File: config.mk
export PLATFORM = sky130hd
export DESIGN_NAME = menu_selector
export DESIGN_NICKNAME = d
export VERILOG_FILES = /design/src/rtl/menu_selector.sv
export SDC_FILE = /design/constraint.sdc
export NUM_CORES = 1
export LEC_CHECK = 0
export BUFFER_PORTS_ARGS = -buffer_cell sky130_fd_sc_hd__buf_2
export CORE_AREA = 2 2 71 73
export DETAILED_ROUTE_END_ITERATION = 6
export DIE_AREA = 0 0 73 75
export GPL_ROUTABILITY_DRIVEN = 0
export PLACE_DENSITY_LB_ADDON = 0.15
export SLEW_MARGIN = 30
export SYNTH_ARGS = -nofsm -noshare
export SYNTH_HDL_FRONTEND = slang
export SYNTH_SLANG_ARGS = --single-unit
File: constraint.sdc
create_clock -name clock -period 3.25 [get_ports clock]
set_clock_uncertainty 0.2 [all_clocks]
set_input_delay 0.325 -clock clock [delete_from_list [all_inputs] [get_ports clock]]
set_output_delay 0.325 -clock clock [all_outputs]
set_load 0.01 [all_outputs]
File: src/rtl/menu_selector.sv
// Menu renderer/selector for the 96x64 RGB565 OLED: stacked item boxes, button-driven cursor, confirmed choice latch.
// Optional build macro MENU_WRAP_EN: cursor wraps at both ends instead of saturating.
module menu_selector #(
  parameter int          N_ITEMS  = 4,
  parameter int          CHOICE_W = 3,
  parameter int          ROW0     = 4,
  parameter int          ITEM_H   = 12,
  parameter int          X0       = 8,
  parameter int          X1       = 87,
  parameter logic [15:0] SEL_COL  = 16'h07E0,
  parameter logic [15:0] CONF_COL = 16'hF800,
  parameter logic [15:0] BOX_COL  = 16'hFFFF
) (
  input  logic                clock,
  input  logic                resetn,
  input  logic                showmenu,
  input  logic                btn_up,
  input  logic                btn_down,
  input  logic                btn_centre,
  input  logic [12:0]         pixel_index,
  output logic [15:0]         oled_data,
  output logic [CHOICE_W-1:0] cursor,
  output logic [CHOICE_W-1:0] choice,
  output logic                choice_valid
);

  typedef enum logic [1:0] {HIDDEN, BROWSE, CONFIRMED} state_t;

  localparam logic [CHOICE_W-1:0] LAST = CHOICE_W'(N_ITEMS - 1);

  state_t              r_state, w_state_nxt;
  logic                r_up_q, r_dn_q, r_ce_q;
  logic                w_up_ev, w_dn_ev, w_ce_ev;
  logic                w_session_start, w_browse_act, w_confirm, w_draw_sel, w_draw_conf;
  logic [CHOICE_W-1:0] w_cursor_nxt;

  // History resets high so a button held through reset does not fire.
  always_ff @(posedge clock or negedge resetn) begin
    if (!resetn) {r_up_q, r_dn_q, r_ce_q} <= 3'b111;
    else         {r_up_q, r_dn_q, r_ce_q} <= {btn_up, btn_down, btn_centre};
  end

  assign w_up_ev = btn_up     & ~r_up_q;
  assign w_dn_ev = btn_down   & ~r_dn_q;
  assign w_ce_ev = btn_centre & ~r_ce_q;

  always_ff @(posedge clock or negedge resetn) begin
    if (!resetn) r_state <= HIDDEN;
    else         r_state <= w_state_nxt;
  end

  always_comb begin
    w_state_nxt = r_state;
    case (r_state)
      HIDDEN:    if (showmenu) w_state_nxt = BROWSE;
      BROWSE:    if (!showmenu) w_state_nxt = HIDDEN;
                 else if (w_ce_ev) w_state_nxt = CONFIRMED;
      CONFIRMED: if (!showmenu) w_state_nxt = HIDDEN;
      default:   w_state_nxt = HIDDEN;
    endcase
  end

  always_comb begin
    w_session_start = (r_state == HIDDEN) && showmenu;
    w_browse_act    = (r_state == BROWSE) && showmenu;
    w_confirm       = w_browse_act && w_ce_ev;
    w_draw_sel      = (r_state != HIDDEN);
    w_draw_conf     = (r_state == CONFIRMED);
  end

  // Centre wins over movement; simultaneous up+down cancels.
  always_comb begin
    w_cursor_nxt = cursor;
    if (w_browse_act && !w_ce_ev) begin
      if (w_up_ev && !w_dn_ev) begin
`ifdef MENU_WRAP_EN
        w_cursor_nxt = (cursor == '0) ? LAST : cursor - 1'b1;
`else
        w_cursor_nxt = (cursor == '0) ? '0 : cursor - 1'b1;
`endif
      end else if (w_dn_ev && !w_up_ev) begin
`ifdef MENU_WRAP_EN
        w_cursor_nxt = (cursor == LAST) ? '0 : cursor + 1'b1;
`else
        w_cursor_nxt = (cursor == LAST) ? LAST : cursor + 1'b1;
`endif
      end
    end
  end

  always_ff @(posedge clock or negedge resetn) begin
    if (!resetn) begin
      cursor       <= '0;
      choice       <= '0;
      choice_valid <= 1'b0;
    end else begin
      cursor <= w_cursor_nxt;
      if (w_confirm) begin
        choice       <= cursor;
        choice_valid <= 1'b1;
      end else if (w_session_start) begin
        choice_valid <= 1'b0;
      end
    end
  end

  // Stage 1: index/96 == (index>>5)/3, done as restoring division by 3.
  logic [7:0] w_q, w_quo;
  logic [2:0] w_rem;
  logic [6:0] r_x;
  logic [7:0] r_y;
  logic       r_oob;

  assign w_q = pixel_index[12:5];

  always_comb begin
    w_rem = '0;
    w_quo = '0;
    for (int b = 7; b >= 0; b--) begin
      w_rem = {w_rem[1:0], w_q[b]};
      if (w_rem >= 3'd3) begin
        w_rem    = w_rem - 3'd3;
        w_quo[b] = 1'b1;
      end
    end
  end

  always_ff @(posedge clock or negedge resetn) begin
    if (!resetn) begin
      r_x   <= '0;
      r_y   <= '0;
      r_oob <= 1'b0;
    end else begin
      r_x   <= {w_rem[1:0], pixel_index[4:0]};
      r_y   <= w_quo;
      r_oob <= (pixel_index >= 13'd6144);
    end
  end

  // Stage 2: items never overlap, so at most one iteration hits.
  int          w_xi, w_yi;
  logic [15:0] w_col;

  assign w_xi = int'(r_x);
  assign w_yi = int'(r_y);

  always_comb begin
    w_col = '0;
    for (int i = 0; i < N_ITEMS; i++) begin
      if (w_yi >= ROW0 + i*ITEM_H && w_yi <= ROW0 + i*ITEM_H + ITEM_H - 2 &&
          w_xi >= X0 && w_xi <= X1) begin
        if (w_draw_conf && i == int'(choice))
          w_col = CONF_COL;
        else if (w_draw_sel && i == int'(cursor))
          w_col = SEL_COL;
        else if (w_yi == ROW0 + i*ITEM_H || w_yi == ROW0 + i*ITEM_H + ITEM_H - 2 ||
                 w_xi == X0 || w_xi == X1)
          w_col = BOX_COL;
      end
    end
    if (r_oob || r_state == HIDDEN) w_col = '0;
  end

  always_ff @(posedge clock or negedge resetn) begin
    if (!resetn) oled_data <= '0;
    else         oled_data <= w_col;
  end

endmodule
; ---- Word level (Yosys, flattened, before mapping)
; Cells that the tools add are included.
[classes]
n_eq_ne = 22
n_addsub = 9
muxes = 42
bitwise = 6
magnitude_cmp = 18
n_div = 0
shifts = 0
n_reduce_logical = 51
multipliers = 0
[ops]
columns = op, n
row1 = two-way mux 16 bit, 17
row2 = equality test 7 bit (second input constant), 4
row3 = logical AND 1 bit, 26
row4 = two-way mux 2 bit, 11
row5 = equality test 7 x 6 -> 1 bit (second input constant), 3
row6 = greater-or-equal comparator 3 x 2 -> 1 bit (second input constant), 6
row7 = equality test 7 x 5 -> 1 bit (second input constant), 2
row8 = greater-or-equal comparator 7 x 5 -> 1 bit (second input constant), 2
row9 = less-or-equal comparator 7 x 6 -> 1 bit (second input constant), 2
row10 = subtractor 2 bit (second input constant), 7
row11 = greater-or-equal comparator 13 bit (second input constant), 1
row12 = logical OR 1 bit, 13
row13 = equality test 3 bit (first input constant), 4
row14 = two-way mux 3 bit, 4
row15 = zero test 3 bit, 3
row16 = two-way mux 1 bit, 9
row17 = equality test 7 x 4 -> 1 bit (second input constant), 1
row18 = greater-or-equal comparator 7 x 3 -> 1 bit (second input constant), 1
row19 = greater-or-equal comparator 7 x 4 -> 1 bit (second input constant), 1
row20 = greater-or-equal comparator 7 x 6 -> 1 bit (second input constant), 1
row21 = less-or-equal comparator 7 x 4 -> 1 bit (second input constant), 1
row22 = less-or-equal comparator 7 x 5 -> 1 bit (second input constant), 1
row23 = less-or-equal comparator 7 bit (second input constant), 1
row24 = equality test 2 x 3 -> 1 bit (first input constant), 2
row25 = other kinds (16), 25
[totals]
latchBits = 0
inputBits = 19
mem_bits_rw = 0
ff_bits = 43
elab_cells = 159
out_inout_bits = 23
romBits = 0
n_memories = 0

; ---- Logic depth before layout (Yosys ltp)
[depth]
depth_word = 21
mapped_depth = 35
depth_no_buf = 33

; ---- Worst setup path after synthesis
; Ideal clock, no wire load.
[synth_timing]
kind = input port to flip-flop
start = input pixel_index[11]
end = register r_x[5]
n_path_buf = 2
slack_ps = -3365
required_ps = 2970
arrival_ps = 6335
setup_ps = 80
stages = 32
cell_sequence = nor2b_1 ha_1 or2_0 or3_4 and2_2 ha_1 a2111oi_4 inv_1 a21oi_1 ha_1 nor2_1 nand3_1 a21boi_0 a2bb2oi_1 and2_1 buf_2 inv_1 ha_1 nor4b_1 a211o_4 and2_1 buf_6 mux2i_4 ha_1 a311oi_2 a31oi_2 o21a_1 a21oi_1 ha_1 nand2b_1 or4_4 o211ai_2
[synth_between]
elab_chain_cells = 14
elab_cells_between_ends = 20
cone_classes = 6 x add/sub / 7 x order compare / 7 x mux
[synth_lines]
columns = element, line_no
row1 = "start, declared", 20  ; input logic [12:0] pixel_index,
row2 = subtractor 2 bit or greater-or-equal comparator 2 bit (tied branches), "122, 121"
row3 = two-way mux 2 bit *, 121  ; if (w_rem >= 3'd3) begin
row4 = greater-or-equal comparator 3 x 2 -> 1 bit or subtractor 2 bit (tied branches), "121, 122"
row5 = two-way mux 2 bit *, 121
row6 = greater-or-equal comparator 3 x 2 -> 1 bit or subtractor 2 bit (tied branches), "121, 122"
row7 = two-way mux 2 bit *, 121
row8 = greater-or-equal comparator 3 x 2 -> 1 bit or subtractor 2 bit (tied branches), "121, 122"
row9 = two-way mux 2 bit *, 121
row10 = greater-or-equal comparator 3 x 2 -> 1 bit or subtractor 2 bit (tied branches), "121, 122"
row11 = two-way mux 2 bit *, 121
row12 = greater-or-equal comparator 3 x 2 -> 1 bit or subtractor 2 bit (tied branches), "121, 122"
row13 = two-way mux 2 bit *, 121
row14 = greater-or-equal comparator 3 x 2 -> 1 bit *, 121
row15 = two-way mux 2 bit *, 121
row16 = via w_rem[0], 109  ; logic [2:0] w_rem;
row17 = "end signal, assigned", 134  ; r_x <= {w_rem[1:0], pixel_index[4:0]};
row18 = "end, declared", 110  ; logic [6:0] r_x;
; Mark *: on every way through the listed nets, which the timed path passes. The rest lies on a longest branch.
; A chain may end at the register's enable or synchronous reset.

; ---- Worst setup path in the final report
[layout_timing]
start = input pixel_index[11]
end = register r_x[6]
[layout_between]
elab_chain_cells = 14
elab_cells_between_ends = 21
cone_classes = 7 x add/sub / 7 x order compare / 7 x mux
[layout_lines]
columns = element, line_no
row1 = subtractor 2 bit or greater-or-equal comparator 2 bit (tied branches), "122, 121"
row2 = two-way mux 2 bit *, 121
row3 = greater-or-equal comparator 3 x 2 -> 1 bit or subtractor 2 bit (tied branches), "121, 122"
row4 = two-way mux 2 bit *, 121
row5 = greater-or-equal comparator 3 x 2 -> 1 bit or subtractor 2 bit (tied branches), "121, 122"
row6 = two-way mux 2 bit *, 121
row7 = greater-or-equal comparator 3 x 2 -> 1 bit or subtractor 2 bit (tied branches), "121, 122"
row8 = two-way mux 2 bit *, 121
row9 = greater-or-equal comparator 3 x 2 -> 1 bit or subtractor 2 bit (tied branches), "121, 122"
row10 = two-way mux 2 bit *, 121
row11 = greater-or-equal comparator 3 x 2 -> 1 bit or subtractor 2 bit (tied branches), "121, 122"
row12 = two-way mux 2 bit *, 121
row13 = greater-or-equal comparator 3 x 2 -> 1 bit or subtractor 2 bit (tied branches), "121, 122"
row14 = two-way mux 2 bit *, 121
row15 = via w_rem[1], 109
; Marked as above.

==> results.md <==
- Status: complete, but fails checks
- Failing checks: setup timing
- Largest net degree at the start of global routing: 31
- CTS root buffer: clkbuf_8
- Cell mode on critical path: ha_4
- Max H-tree Level: 2
- Leakage: 1.53 nW
- Number of top-level pins: 42
- Core ar.: 4660 um^2
- Final hold violation count: 0
- Sw frac: 33.3%
- Gate power share: 44.1%
- Post-Syn Area: 2270 um^2
- CP max stage delay: 0.39 ns
- Mapped Nets: 286
- Share of the synthesized area in the top cell type: 29.8%
- Clk buf depth: 2
- Req. time, crit path: 3.20 ns
- Row count: 25
- Finish-stage setup viols: 5
- Vias per cell: 5.53
- Max rail drop VDD: 257 uV
- Setup TNS: -8.97 ns
- Largest fanout on the critical path: 4
- Top FF cell, synth: dfrtp_1
- Class of the worst hold path: in2reg
- Flip-flop and latch count after synthesis: 30
- Buffers on Ports: 41
- Antenna Nets Post-Route: 0
- Reg power frac: 29.6%
- Post-synth EDFFs: 0
- Die outline area: 5480 um^2
- Crit share post-route: 170%
- Synthesized area per cell: 8.98 um^2
- Clock share of power: 26.3%
- Final #Nets: 376
- First-pass GRT wire length: 8890 um
- RSZ-0062 raised after global routing: yes
- Vias in the first global route: 2136
- Slew margin rel.: 58.3%
- Residual DRC count: 0
- CTS Buf Count: 5
- Crit-path slowest cell: or3_4
- Final Max Tran Viols: 0
- GRT Overall Usage: 20.5%
- Final Non-Filler Cells: 398
- Clk pin slew, worst setup/hold paths: 0.06 ns
- Top cells by area, synth: dfrtp_1 30%, ha_1 7.7%, buf_4 4.3%
- Worst-Margin Slew: 0.625 ns
- FMAX: 181 MHz
- Num Clock Sinks: 30
- Yosys warns: 0
- Critical path type: in2reg
- Initial antenna violation count: 0
- DRT iter0 DRCs: 57
- Number of diodes: 0
- CP endpoint kind: register
- Critical Path AT: 5.46 ns
- Max_cap viols: 0
- Die Y: 75 um
- Mapped Cells: 253
- NetSw: 591 uW
- PwrDens: 539 nW/um^2
- Via Count: 2199
- Seq/Total Area, Yosys: 33.2%
- CTS tree: built
- Total grt overflow: 0
- Starting density of the core: 48.7%
- Final wirelength: 5230 um
- Placed cells: 368
- CP Launch Type: input port
- Pint: 1.18 mW
- Async SR Flop Fraction: 100%
- Clock Latency Late Sink: 0.28 ns
- Chip Width: 73 um
- 1st-pass router iterations: 4
- Share of cells above drive strength 1: 43.6%
- HPWL Detailed: 3890 um
- Routed wire per std cell: 13.1 um
- Final worst path period need: 5.51 ns
- Largest area contributor in the netlist: dfrtp_1
- Yosys cell types: 63
- Total power: 1.77 mW
- Area delta synth->final: 44.9%
- Worst setup margin: -2.26 ns
-- cells by family (layout without fill, tap and decap cells) --
logic type               count (synthesis)  count (layout)  synth area share (%)
buffers and inverters                   32             123                  7.82
AND/OR/NAND/NOR                        100             100                  24.4
flip-flops                              30              30                  33.2
adder cells (fa/ha/maj)                 14              14                  7.71
AO/OA/AOI/OAI                           69              69                  22.6
XOR/XNOR                                 1               1                 0.386
multiplexers                             7               7                  3.86
-- cell usage in the layout, fill, tap and decap left out, types with 7 or more instances in the layout --
master         synthesis  final
inv_1                 14     12
buf_4                 13     47
nand2_1               19     18
nand3_1               12     11
dlygate4sd3_1          0      9
buf_2                  1     40
dfrtp_1               27     27
o21ai_0               19     18
ha_4                   0      7
nor2_1                20     17
ha_1                  14      7
-- power groups by stage --
stage               Sequential [mW]  Clock, mW  Combinational [mW]
global placement              0.529          0               0.637
CTS                           0.525      0.475               0.727
detailed placement            0.532          0               0.648
floorplan                     0.512          0               0.448
finish                        0.525      0.466               0.783
global route                  0.540      0.490               0.858
-- worst paths after layout --
| kind | endpoint | cells after the start | from | slack (ns) |
|---|---|---|---|---|
| max | r_x[6] | 33 | pixel_index[11] | -2.26 |
| min | r_state[1] | 2 | showmenu | 0.14 |
| max reg2reg | oled_data[14] | 8 | r_x[4] | 0.62 |
| min reg2reg | choice_valid | 1 | choice_valid | 0.28 |
| max in group asynchronous | choice_valid | 2 | resetn | 2.04 |
| min in group asynchronous | cursor[2] | 2 | resetn | 0.38 |
-- critical path, delay by kind of cell --
family | cells | cell delay, ns
buffers and inverters | 2 | 0.14
muxes | 1 | 0.19
and+or+nand+nor | 13 | 2.05
AOI/OAI and AO/OA | 11 | 1.72
adders and majority gates | 6 | 1.03
-- final cells by class --
| class | count | area [um^2] |
|---|---|---|
| multi-input cells | 191 | 1570 |
| fillers | 368 | 1370 |
| flip-flops and latches | 30 | 754 |
| repair buffers | 101 | 699 |
| clock buffers | 6 | 82.6 |
| well taps | 54 | 67.6 |
| clock inverters | 2 | 60.1 |
| inverters | 14 | 55.1 |
-- cell usage after synthesis, types with 2 or more instances --
master and instances:
dfrtp_1 27, nor2_1 20, nand2_1 19, o21ai_0 19, ha_1 14, inv_1 14, buf_4 13, nand3_1 12
a21oi_1 8, a21o_1 6, a31oi_1 5, and2_1 5, nor2b_1 5, nor3_1 5, mux2_2 4, nand2b_1 4
nand4_1 4, nor4b_1 4, a211oi_1 3, clkbuf_1 3, dfstp_2 3, o211ai_1 3, a2111oi_0 2, a311oi_1 2
a31o_2 2, and4b_1 2, mux2i_1 2, nand3b_1 2, nand4b_1 2, nor3b_1 2, nor4_1 2, o22ai_1 2
or3_1 2, or4_1 2
-- routing by layer --
layer | up-vias | part of all wire [%] | GRT usage (%)
met1 | 1030 | 44 | 21.8
met2 | 50 | 51 | 39.2
li1 | 1110 | - | -
met5 | - | 0 | 0
met4 | 0 | 2.1 | 8.85
met3 | 9 | 3.3 | 4.02
-- timing repair --
action                                  4_1_cts  5_1_grt
buffers inserted                              8        6
cloned                                        0        0
pin swaps                                    20       15
hold buffers                                  9        0
resized for setup                            16       11
endpoints found under the setup margin        5        5
endpoints found under the hold margin        35        0
-- per-stage QoR --
stage          util, %  area [um^2]  hold WS, ns  setup WS, ns
2_1_floorplan        -         2400       -0.171         -2.91
3_3_place_gp      60.6         2820        0.183         -2.58
3_5_place_dp      60.6         2820        0.188         -2.69
4_1_cts           68.8         3210        0.131         -2.31
5_1_grt           70.6         3290        0.141         -2.50
6_report          70.6         3290        0.142         -2.26
-- registers in the layout, summed over array words and instances, names as in the netlist, 2 cells and up --
signal,flops
r_x,7
r_y,7
choice,3
cursor,3
oled_data,3
r_state,2
(Power assumes the default switching activity.)
